$ cat src/rtl/cop0_info.sv
// Shared CP0 types for the exception scheduler: CP0 register layouts, scheduler
// state and request kinds, exception vector constants and the vector helper.
package cop0_info;

    typedef enum logic [1:0] {
        ST_IDLE     = 2'd0,
        ST_FLUSH    = 2'd1,
        ST_COMMIT   = 2'd2,
        ST_REDIRECT = 2'd3
    } sched_state_e;

    typedef enum logic [1:0] {
        KIND_NONE = 2'd0,
        KIND_EXC  = 2'd1,
        KIND_ERET = 2'd2,
        KIND_INT  = 2'd3
    } exc_kind_e;

    localparam logic [4:0]  EXC_INT      = 5'd0;
    localparam logic [31:0] VEC_BEV_BASE = 32'hBFC0_0200;
    localparam logic [31:0] VEC_OFS_GEN  = 32'h0000_0180;
    localparam logic [31:0] VEC_OFS_INT  = 32'h0000_0200;

    typedef struct packed {
        logic [3:0] cu;
        logic [4:0] rsv_27_23;
        logic       bev;
        logic [5:0] rsv_21_16;
        logic [7:0] im;
        logic [4:0] rsv_7_3;
        logic       erl;
        logic       exl;
        logic       ie;
    } status_t;

    typedef struct packed {
        logic       bd;
        logic       ti;
        logic [1:0] ce;
        logic [3:0] rsv_27_24;
        logic       iv;
        logic [6:0] rsv_22_16;
        logic [7:0] ip;
        logic       rsv_7;
        logic [4:0] exc_code;
        logic [1:0] rsv_1_0;
    } cause_t;

    typedef struct packed {
        logic        one;
        logic        zero;
        logic [17:0] base;
        logic [1:0]  rsv_11_10;
        logic [9:0]  cpunum;
    } ebase_t;

    // Interrupts only use the dedicated 0x200 offset when Cause.IV is set.
    function automatic logic [31:0] exc_vector(input logic        bev,
                                               input logic        iv,
                                               input logic [19:0] ebase_hi,
                                               input logic        is_int);
        logic [31:0] base;
        base = bev ? VEC_BEV_BASE : {ebase_hi, 12'h000};
        return base + ((is_int && iv) ? VEC_OFS_INT : VEC_OFS_GEN);
    endfunction

endpackage

$ cat src/rtl/cop0_timer.sv
// CP0 Count/Compare timer: Count advances once every COUNT_DIV clocks and
// Cause.TI is raised when an increment lands on Compare.
module cop0_timer #(
    parameter int COUNT_DIV = 2
) (
    input  logic        clk,
    input  logic        rst_n,
    input  logic        count_we,
    input  logic [31:0] count_wdata,
    input  logic        compare_we,
    input  logic [31:0] compare_wdata,
    output logic [31:0] count_o,
    output logic [31:0] compare_o,
    output logic        ti_o
);

    localparam int DW = (COUNT_DIV > 1) ? $clog2(COUNT_DIV) : 1;
    localparam logic [DW-1:0] DIV_LAST = DW'(COUNT_DIV - 1);

    logic [DW-1:0] div_q;
    logic [31:0]   count_q;
    logic [31:0]   compare_q;
    logic [31:0]   count_inc;
    logic          ti_q;
    logic          tick;

    assign tick      = (div_q == DIV_LAST);
    assign count_inc = count_q + 32'd1;

    always_ff @(posedge clk or negedge rst_n) begin
        if (!rst_n) begin
            div_q     <= '0;
            count_q   <= '0;
            compare_q <= '0;
            ti_q      <= 1'b0;
        end else begin
            div_q <= tick ? '0 : div_q + 1'b1;
            // A software write to Count replaces the increment in that cycle.
            if (count_we) begin
                count_q <= count_wdata;
            end else if (tick) begin
                count_q <= count_inc;
            end
            if (compare_we) begin
                compare_q <= compare_wdata;
            end
            if (compare_we) begin
                ti_q <= 1'b0;
            end else if (tick && !count_we && (count_inc == compare_q)) begin
                ti_q <= 1'b1;
            end
        end
    end

    assign count_o   = count_q;
    assign compare_o = compare_q;
    assign ti_o      = ti_q;

endmodule

$ cat src/rtl/cop0_exc_sched.sv
// MIPS CP0 exception/ERET scheduler: arbitrate, flush, commit, redirect.
// Define COP0_TIMER_EN to build in the Count/Compare timer (cop0_timer).
module cop0_exc_sched #(
    parameter int COUNT_DIV  = 2,
    parameter int NUM_HW_INT = 6
) (
    input  logic                  clk,
    input  logic                  rst_n,
    input  logic                  exc_valid,
    input  logic [4:0]            exc_code,
    input  logic [31:0]           exc_epc,
    input  logic                  exc_in_bd,
    input  logic                  exc_load_addr,
    input  logic [31:0]           exc_badvaddr,
    output logic                  exc_ack,
    input  logic                  eret_valid,
    input  logic [31:0]           int_epc,
    input  logic [NUM_HW_INT-1:0] hw_int,
    input  logic [31:0]           status_i,
    input  logic [31:0]           cause_i,
    input  logic [31:0]           ebase_i,
    input  logic [31:0]           epc_i,
    input  logic [31:0]           errorepc_i,
    output logic                  flush,
    output logic                  cm_valid,
    output logic                  cm_kind,
    output logic [4:0]            cm_exc_code,
    output logic                  cm_in_bd,
    output logic                  cm_epc_we,
    output logic [31:0]           cm_epc,
    output logic                  cm_bva_we,
    output logic [31:0]           cm_badvaddr,
    output logic                  cm_clr_erl,
    output logic                  redirect_valid,
    input  logic                  redirect_ready,
    output logic [31:0]           redirect_pc,
    output logic [7:0]            ip_o,
    input  logic                  count_we,
    input  logic [31:0]           count_wdata,
    input  logic                  compare_we,
    input  logic [31:0]           compare_wdata,
    output logic [31:0]           count_o,
    output logic [31:0]           compare_o,
    output logic                  ti_o,
    output logic [1:0]            dbg_state
);

    import cop0_info::*;

    // Handshakes: exc_valid/eret_valid are held by the pipeline until exc_ack,
    // which pulses only in the IDLE cycle that latches the request; redirect_valid
    // and redirect_pc hold steady until the cycle redirect_ready is also high.

    status_t             st;
    cause_t              ca;
    ebase_t              eb;
    sched_state_e        state_q;
    sched_state_e        state_d;
    exc_kind_e           win_kind;
    exc_kind_e           kind_q;
    logic                accept;
    logic                int_pending;
    logic                ti;
    logic                commit;
    logic [NUM_HW_INT+5:0] hw_pad;
    logic [5:0]          hw6;
    logic                unused_cfg;

    logic [4:0]          code_q;
    logic [31:0]         epc_q;
    logic [31:0]         bva_q;
    logic [31:0]         pc_q;
    logic                bd_q;
    logic                epc_we_q;
    logic                bva_we_q;
    logic                clr_erl_q;

    assign st = status_t'(status_i);
    assign ca = cause_t'(cause_i);
    assign eb = ebase_t'(ebase_i);

    // Lines beyond NUM_HW_INT read as 0 so IP[7:2] is always six bits wide.
    assign hw_pad = {6'b000000, hw_int};
    assign hw6    = hw_pad[5:0];
    assign ip_o   = {hw6[5] | ti, hw6[4:0], ca.ip[1:0]};

    assign int_pending = st.ie && !st.exl && !st.erl && ((ip_o & st.im) != 8'h00);

    always_comb begin
        win_kind = KIND_NONE;
        if (exc_valid) begin
            win_kind = KIND_EXC;
        end else if (eret_valid) begin
            win_kind = KIND_ERET;
        end else if (int_pending) begin
            win_kind = KIND_INT;
        end
    end

    assign accept = (state_q == ST_IDLE) && (win_kind != KIND_NONE);

    always_ff @(posedge clk or negedge rst_n) begin
        if (!rst_n) begin
            state_q <= ST_IDLE;
        end else begin
            state_q <= state_d;
        end
    end

    always_comb begin
        state_d        = state_q;
        exc_ack        = 1'b0;
        flush          = 1'b0;
        cm_valid       = 1'b0;
        redirect_valid = 1'b0;
        case (state_q)
            ST_IDLE: begin
                if (accept) begin
                    state_d = ST_FLUSH;
                    exc_ack = (win_kind == KIND_EXC) || (win_kind == KIND_ERET);
                end
            end
            ST_FLUSH: begin
                flush   = 1'b1;
                state_d = ST_COMMIT;
            end
            ST_COMMIT: begin
                cm_valid = 1'b1;
                state_d  = ST_REDIRECT;
            end
            ST_REDIRECT: begin
                redirect_valid = 1'b1;
                if (redirect_ready) begin
                    state_d = ST_IDLE;
                end
            end
            default: state_d = ST_IDLE;
        endcase
    end

    // Everything the commit and redirect need is captured at acceptance, so
    // later changes to Status/EPC/request inputs cannot disturb the sequence.
    always_ff @(posedge clk or negedge rst_n) begin
        if (!rst_n) begin
            kind_q    <= KIND_NONE;
            code_q    <= '0;
            epc_q     <= '0;
            bva_q     <= '0;
            pc_q      <= '0;
            bd_q      <= 1'b0;
            epc_we_q  <= 1'b0;
            bva_we_q  <= 1'b0;
            clr_erl_q <= 1'b0;
        end else if (accept) begin
            kind_q    <= win_kind;
            code_q    <= (win_kind == KIND_EXC) ? exc_code : EXC_INT;
            bva_q     <= exc_badvaddr;
            bd_q      <= (win_kind == KIND_EXC) && exc_in_bd;
            epc_we_q  <= (win_kind != KIND_ERET) && !st.exl;
            bva_we_q  <= (win_kind == KIND_EXC) && exc_load_addr;
            clr_erl_q <= (win_kind == KIND_ERET) && st.erl;
            case (win_kind)
                KIND_EXC:  epc_q <= exc_epc;
                KIND_INT:  epc_q <= int_epc;
                default:   epc_q <= 32'd0;
            endcase
            if (win_kind == KIND_ERET) begin
                pc_q <= st.erl ? errorepc_i : epc_i;
            end else begin
                pc_q <= exc_vector(st.bev, ca.iv, {eb.one, eb.zero, eb.base},
                                   win_kind == KIND_INT);
            end
        end
    end

    assign commit      = (state_q == ST_COMMIT);
    assign cm_kind     = commit && (kind_q == KIND_ERET);
    assign cm_exc_code = commit ? code_q : 5'd0;
    assign cm_in_bd    = commit && bd_q;
    assign cm_epc_we   = commit && epc_we_q;
    assign cm_epc      = commit ? epc_q : 32'd0;
    assign cm_bva_we   = commit && bva_we_q;
    assign cm_badvaddr = commit ? bva_q : 32'd0;
    assign cm_clr_erl  = commit && clr_erl_q;
    assign redirect_pc = redirect_valid ? pc_q : 32'd0;
    assign dbg_state   = state_q;

`ifdef COP0_TIMER_EN
    cop0_timer #(
        .COUNT_DIV(COUNT_DIV)
    ) u_timer (
        .clk          (clk),
        .rst_n        (rst_n),
        .count_we     (count_we),
        .count_wdata  (count_wdata),
        .compare_we   (compare_we),
        .compare_wdata(compare_wdata),
        .count_o      (count_o),
        .compare_o    (compare_o),
        .ti_o         (ti)
    );
    assign unused_cfg = ^{status_i, cause_i, ebase_i[11:0], hw_pad};
`else
    assign count_o   = 32'd0;
    assign compare_o = 32'd0;
    assign ti        = 1'b0;
    assign unused_cfg = ^{status_i, cause_i, ebase_i[11:0], hw_pad, count_we,
                          count_wdata, compare_we, compare_wdata, COUNT_DIV[0]};
`endif

    assign ti_o = ti;

endmodule
$ cat config.mk
export PLATFORM = sky130hd
export DESIGN_NAME = cop0_exc_sched
export DESIGN_NICKNAME = d
export VERILOG_FILES = /design/src/rtl/cop0_info.sv /design/src/rtl/cop0_timer.sv /design/src/rtl/cop0_exc_sched.sv
export SDC_FILE = /design/constraint.sdc
export NUM_CORES = 1
export LEC_CHECK = 0
export ABC_AREA = 1
export CORE_AREA = 10 10 199 201
export CTS_CLUSTER_SIZE = 12
export DETAILED_ROUTE_END_ITERATION = 16
export DIE_AREA = 0 0 209 211
export HOLD_SLACK_MARGIN = 0.06
export SLEW_MARGIN = 15
export SYNTH_ARGS = -nofsm -noshare
export SYNTH_HDL_FRONTEND = slang
export SYNTH_SLANG_ARGS = --single-unit
export TNS_END_PERCENT = 50
$ cat constraint.sdc
create_clock -name clk -period 1.79 [get_ports clk]
set_clock_uncertainty 0.15 [all_clocks]
set_input_delay 0.358 -clock clk [delete_from_list [all_inputs] [get_ports clk]]
set_output_delay 0.358 -clock clk [all_outputs]
set_load 0.03 [all_outputs]
Word-level counts from Yosys, hierarchy flattened
Cells that the tools add are included.

Flip-flop bits (word level): 109. Input bits: 340. Output and inout bits: 185. Word-level logic and storage cells: 64.

Add/subtract/negate cells: 1. Equality and inequality tests: 10. Mux-type cells: 21. Bitwise logic cells: 1. Reductions and logical operators: 21.

Operators by type and width (number): 2-to-1 mux 32 bit (6); one-hot mux 32 bit (2 select lines) (1); adder 32 x 10 -> 32 bit (1); logical AND 1 bit (14); equality test 2 bit, second input constant (5); 2-to-1 mux 10 bit (1); 2-to-1 mux 2 bit (5); 2-to-1 mux 5 bit (2); AND 8 bit (1); one-hot mux 2 bit (4 select lines) (1); nonzero test 8 bit (1); inequality test 2 bit, second input constant (3); 2-to-1 mux 1 bit (5); equality test 2 x 1 -> 1 bit, second input constant (2); zero test 1 bit (2); zero test 2 bit (1); AND reduction 2 bit (1); nonzero test 2 bit (1); logical OR 1 bit (1).

Longest topological paths before layout
Depth in word-level cells: 12. Gate-level depth with buffers: 12. Gate-level depth less buffers: 11.

Worst setup path before layout
Ideal clock, no wire load.

Path kind: register to output. From: register state_q[0], in the netlist dbg_state[0]. To: output cm_badvaddr[10]. Data arrival time: 1866 ps. Required time: 1282 ps. Path slack: -584 ps. Cell stages (with the launch flop): 7. Path buffers: 2. Path through: dfrtp_1 inv_1 ha_1 clkbuf_1 buf_1 nand2_1 inv_1.

Word-level cells in the longest chain between the ends: 2.

RTL lines: start, declared (RTL line cop0_exc_sched.sv:57) `sched_state_e state_q;`; start signal, assigned (RTL line cop0_exc_sched.sv:106) `state_q <= state_d;`; equality test 2 bit (RTL line cop0_exc_sched.sv:176) `assign commit = (state_q == ST_COMMIT);`; 2-to-1 mux 32 bit (RTL line cop0_exc_sched.sv:183) `assign cm_badvaddr = commit ? bva_q : 32'd0;`; end, declared (RTL line cop0_exc_sched.sv:32) `output logic [31:0] cm_badvaddr,`.

No other way between the ends.

Final worst setup path
From: register state_q[1], in the netlist dbg_state[1]. To: output redirect_pc[24].

Word-level cells in the longest chain between the ends: 3.

RTL lines: equality test 2 bit (RTL line cop0_exc_sched.sv:116) `case (state_q)`; 2-to-1 mux 1 bit (RTL line cop0_exc_sched.sv:116); 2-to-1 mux 32 bit (RTL line cop0_exc_sched.sv:185) `assign redirect_pc = redirect_valid ? pc_q : 32'd0;`; end, declared (RTL line cop0_exc_sched.sv:36) `output logic [31:0] redirect_pc,`.

No other way between the ends.

==> flow_summary.json <==
{
  "start_kind": "flip-flop",
  "start_util": 0.191,
  "violations": "negative setup slack",
  "synth-xor-area-share": 0,
  "core_area_um2": 35400,
  "final.period_utilization": 1.17,
  "worstMarginPinSlew_ps": 549,
  "finalPower_mw": 16.2,
  "rsz0062_at_grt": "yes",
  "grt_pass1_wl_mm": 43.8,
  "num_rows": 69,
  "yosysWarnings": 0,
  "cp-end-kind": "output pin",
  "synthSimpleGateAreaFrac": 0.342,
  "tns_ps": -28770,
  "layout-drive-gt1-share": 0.295,
  "routabilityCongestion": 0.824,
  "p_sw_frac": 0.443,
  "num-nets-final": 1738,
  "slew_headroom": 0.634,
  "synth_top_family_by_area": "simple AND/OR/NAND/NOR gates",
  "synthMuxAreaShare": 0,
  "min_path_type": "reg -> reg",
  "chipWidth_um": 209,
  "viasPerCell": 3.93,
  "drt_iter0_markers": 334,
  "worst-setup-path-type": "reg -> out",
  "clk_transition_reported_paths_ps": 80,
  "hold_violations": 0,
  "p_int_mw": 9.01,
  "firstDrtPassIters": 5,
  "tritoncts": "done",
  "sequentialPowerShare": 0.273,
  "cp.arrival_ps": 1590,
  "pre_cts_slack_ps": -508,
  "avgSynthCellArea_um2": 6.50,
  "nFillCells": 3754,
  "synth_area_um2": 6760,
  "setup_viol": 110,
  "p_leak_nw": 6.73,
  "regArea_um2": 2730,
  "fin_area_um2": 12100,
  "drv_cap": 0,
  "clock_latency_ps": 350,
  "track_usage": 0.125,
  "antenna_found_initial": 2,
  "grt_overflow_total": 0,
  "worst_slack_ps": -309,
  "dieArea_um2": 44100,
  "wl_per_cell_um": 15.3,
  "vias": 7312,
  "dpl.hpwl_mm": 22.6,
  "critPathRequiredTime_ps": 1280,
  "portBuffers": 332,
  "synth_cells": 1041,
  "dpl_cell_area_um2": 10700,
  "synth_seq_area_share": 0.403,
  "power_density_nw_per_um2": 1330,
  "final_cells": 1861,
  "multi_input_comb_area_um2": 3510,
  "area_growth_pct": 79.5,
  "ir_worst_vdd_mv": 0.575,
  "placedCellCount": 1821,
  "first_global_vias": 7836,
  "maxSlewViolCount": 0,
  "clock_path_buffers": 2,
  "ys_ff_latch": 109,
  "ant_nets": 0,
  "synth_compound_area_frac": 0.0568,
  "clock-sinks": 109,
  "io_pins": 525,
  "combPwrFrac": 0.598,
  "switchingPower_mw": 7.17,
  "synthAdderAreaFrac": 0.00925,
  "wirelength_mm": 28.5,
  "max_freq_mhz": 476,
  "layout_min_cycle_time_ps": 2100,
  "clk_root_buffer_cell": "clkbuf_16",
  "htree_levels": 3,
  "clkPwrFrac": 0.129,
  "drc": 0,
  "r2r_slack_ps": 60,
  "fp.dieH_um": 211,
  "outcome": "complete, but fails checks",
  "crit_path_max_fanout": 17,
  "synth.distinct_cells": 22,
  "grt_max_degree": 42,
  "cts_made_buffers": 9
}
==> stage by stage <==
| step | utilization | hold WS [ps] |
|---|---|---|
| floorplan | - | -87.6 |
| global placement | 0.301 | 249 |
| detailed placement | 0.301 | 238 |
| CTS | 0.326 | 328 |
| global route | 0.343 | 353 |
| finish | 0.343 | 335 |
==> cell type report <==
type,instances,area share
clock buffers,11,0.0200
diodes,2,0.000412
clock inverters,5,0.00495
well taps,461,0.0475
repair buffers,406,0.376
multi-input cells,751,0.289
inverters,116,0.0371
flip-flops and latches,109,0.225
==> synth_stat cells (all sizes together) <==
master  count  share of area
buf       106           0.11
clkbuf     23          0.013
conb        1        0.00055
dfrtp     109           0.40
ha          5         0.0092
inv       116          0.065
nand2     568           0.32
nand3       3         0.0022
nand4       1        0.00093
nor2       35          0.022
o21ai      63          0.047
o22ai      11          0.010
==> timing repair <==
item / CTS / global route
gates cloned: 4 / 3
setup endpoints to repair: 212 / 190
endpoints found under the hold margin: 22 / 0
setup buffers: 12 / 2
resized for setup: 131 / 154
hold buffers: 1 / 0
pin swaps: 16 / 4
==> cells in the final DEF, fill, tap and decap left out, drive strengths merged, types with 3 or more instances in the layout <==
| cell | netlist | layout |
|---|---|---|
| nand3 | 3 | 3 |
| ha | 5 | 5 |
| dfrtp | 109 | 109 |
| conb | 1 | 65 |
| inv | 116 | 116 |
| nand2 | 568 | 568 |
| clkinv | 0 | 3 |
| buf | 106 | 191 |
| clkbuf | 23 | 14 |
| dlygate4sd2 | 0 | 19 |
| o22ai | 11 | 11 |
| o21ai | 63 | 63 |
| nor2 | 35 | 35 |
| clkdlybuf4s50 | 0 | 190 |
==> logic make-up after synthesis <==
| logic type | Yosys count |
|---|---|
| compound gates | 74 |
| fa+ha+maj | 5 |
| buf+inv | 245 |
| flops | 109 |
| other cells | 1 |
| simple gates | 607 |
==> routing by layer <==
layer | track usage | share of wire
met4 | 0.0342 | 0.017
met2 | 0.222 | 0.50
met3 | 0.0466 | 0.084
met5 | 0 | 0
met1 | 0.137 | 0.40
==> sequential cells by signal (all words and copies together), names as in the netlist <==
register,flops
bd_q,1
bva_q,32
bva_we_q,1
clr_erl_q,1
code_q,5
dbg_state,2
epc_q,32
epc_we_q,1
kind_q,2
pc_q,32
==> power by group through the flow <==
| stage | Clock (mW) | Combinational (mW) | Sequential, mW |
|---|---|---|---|
| 2_1_floorplan | 0 | 4.60 | 4.07 |
| 3_3_place_gp | 0 | 7.72 | 4.16 |
| 3_5_place_dp | 0 | 7.81 | 4.17 |
| 4_1_cts | 2.19 | 8.97 | 4.19 |
| 5_1_grt | 2.29 | 10.5 | 4.55 |
| 6_report | 2.08 | 9.68 | 4.42 |
==> worst max-delay path, stage by stage, from the launching register on <==
cell and delay (ps):
dfrtp_2 450, buf_4 160, ha_4 180, buf_16 170, nand2_1 90, inv_2 30
buf_4 160
==> worst paths after layout <==
path                              start              end  cells past startpoint
max                        dbg_state[1]  redirect_pc[24]                      6
min                            bva_q[6]         bva_q[6]                      2
max reg2reg                dbg_state[1]             bd_q                      9
min reg2reg                    bva_q[6]         bva_q[6]                      2
max in group asynchronous         rst_n        epc_q[14]                      3
min in group asynchronous         rst_n         pc_q[14]                      2
No activity file was read; power rests on OpenSTA's default activity.
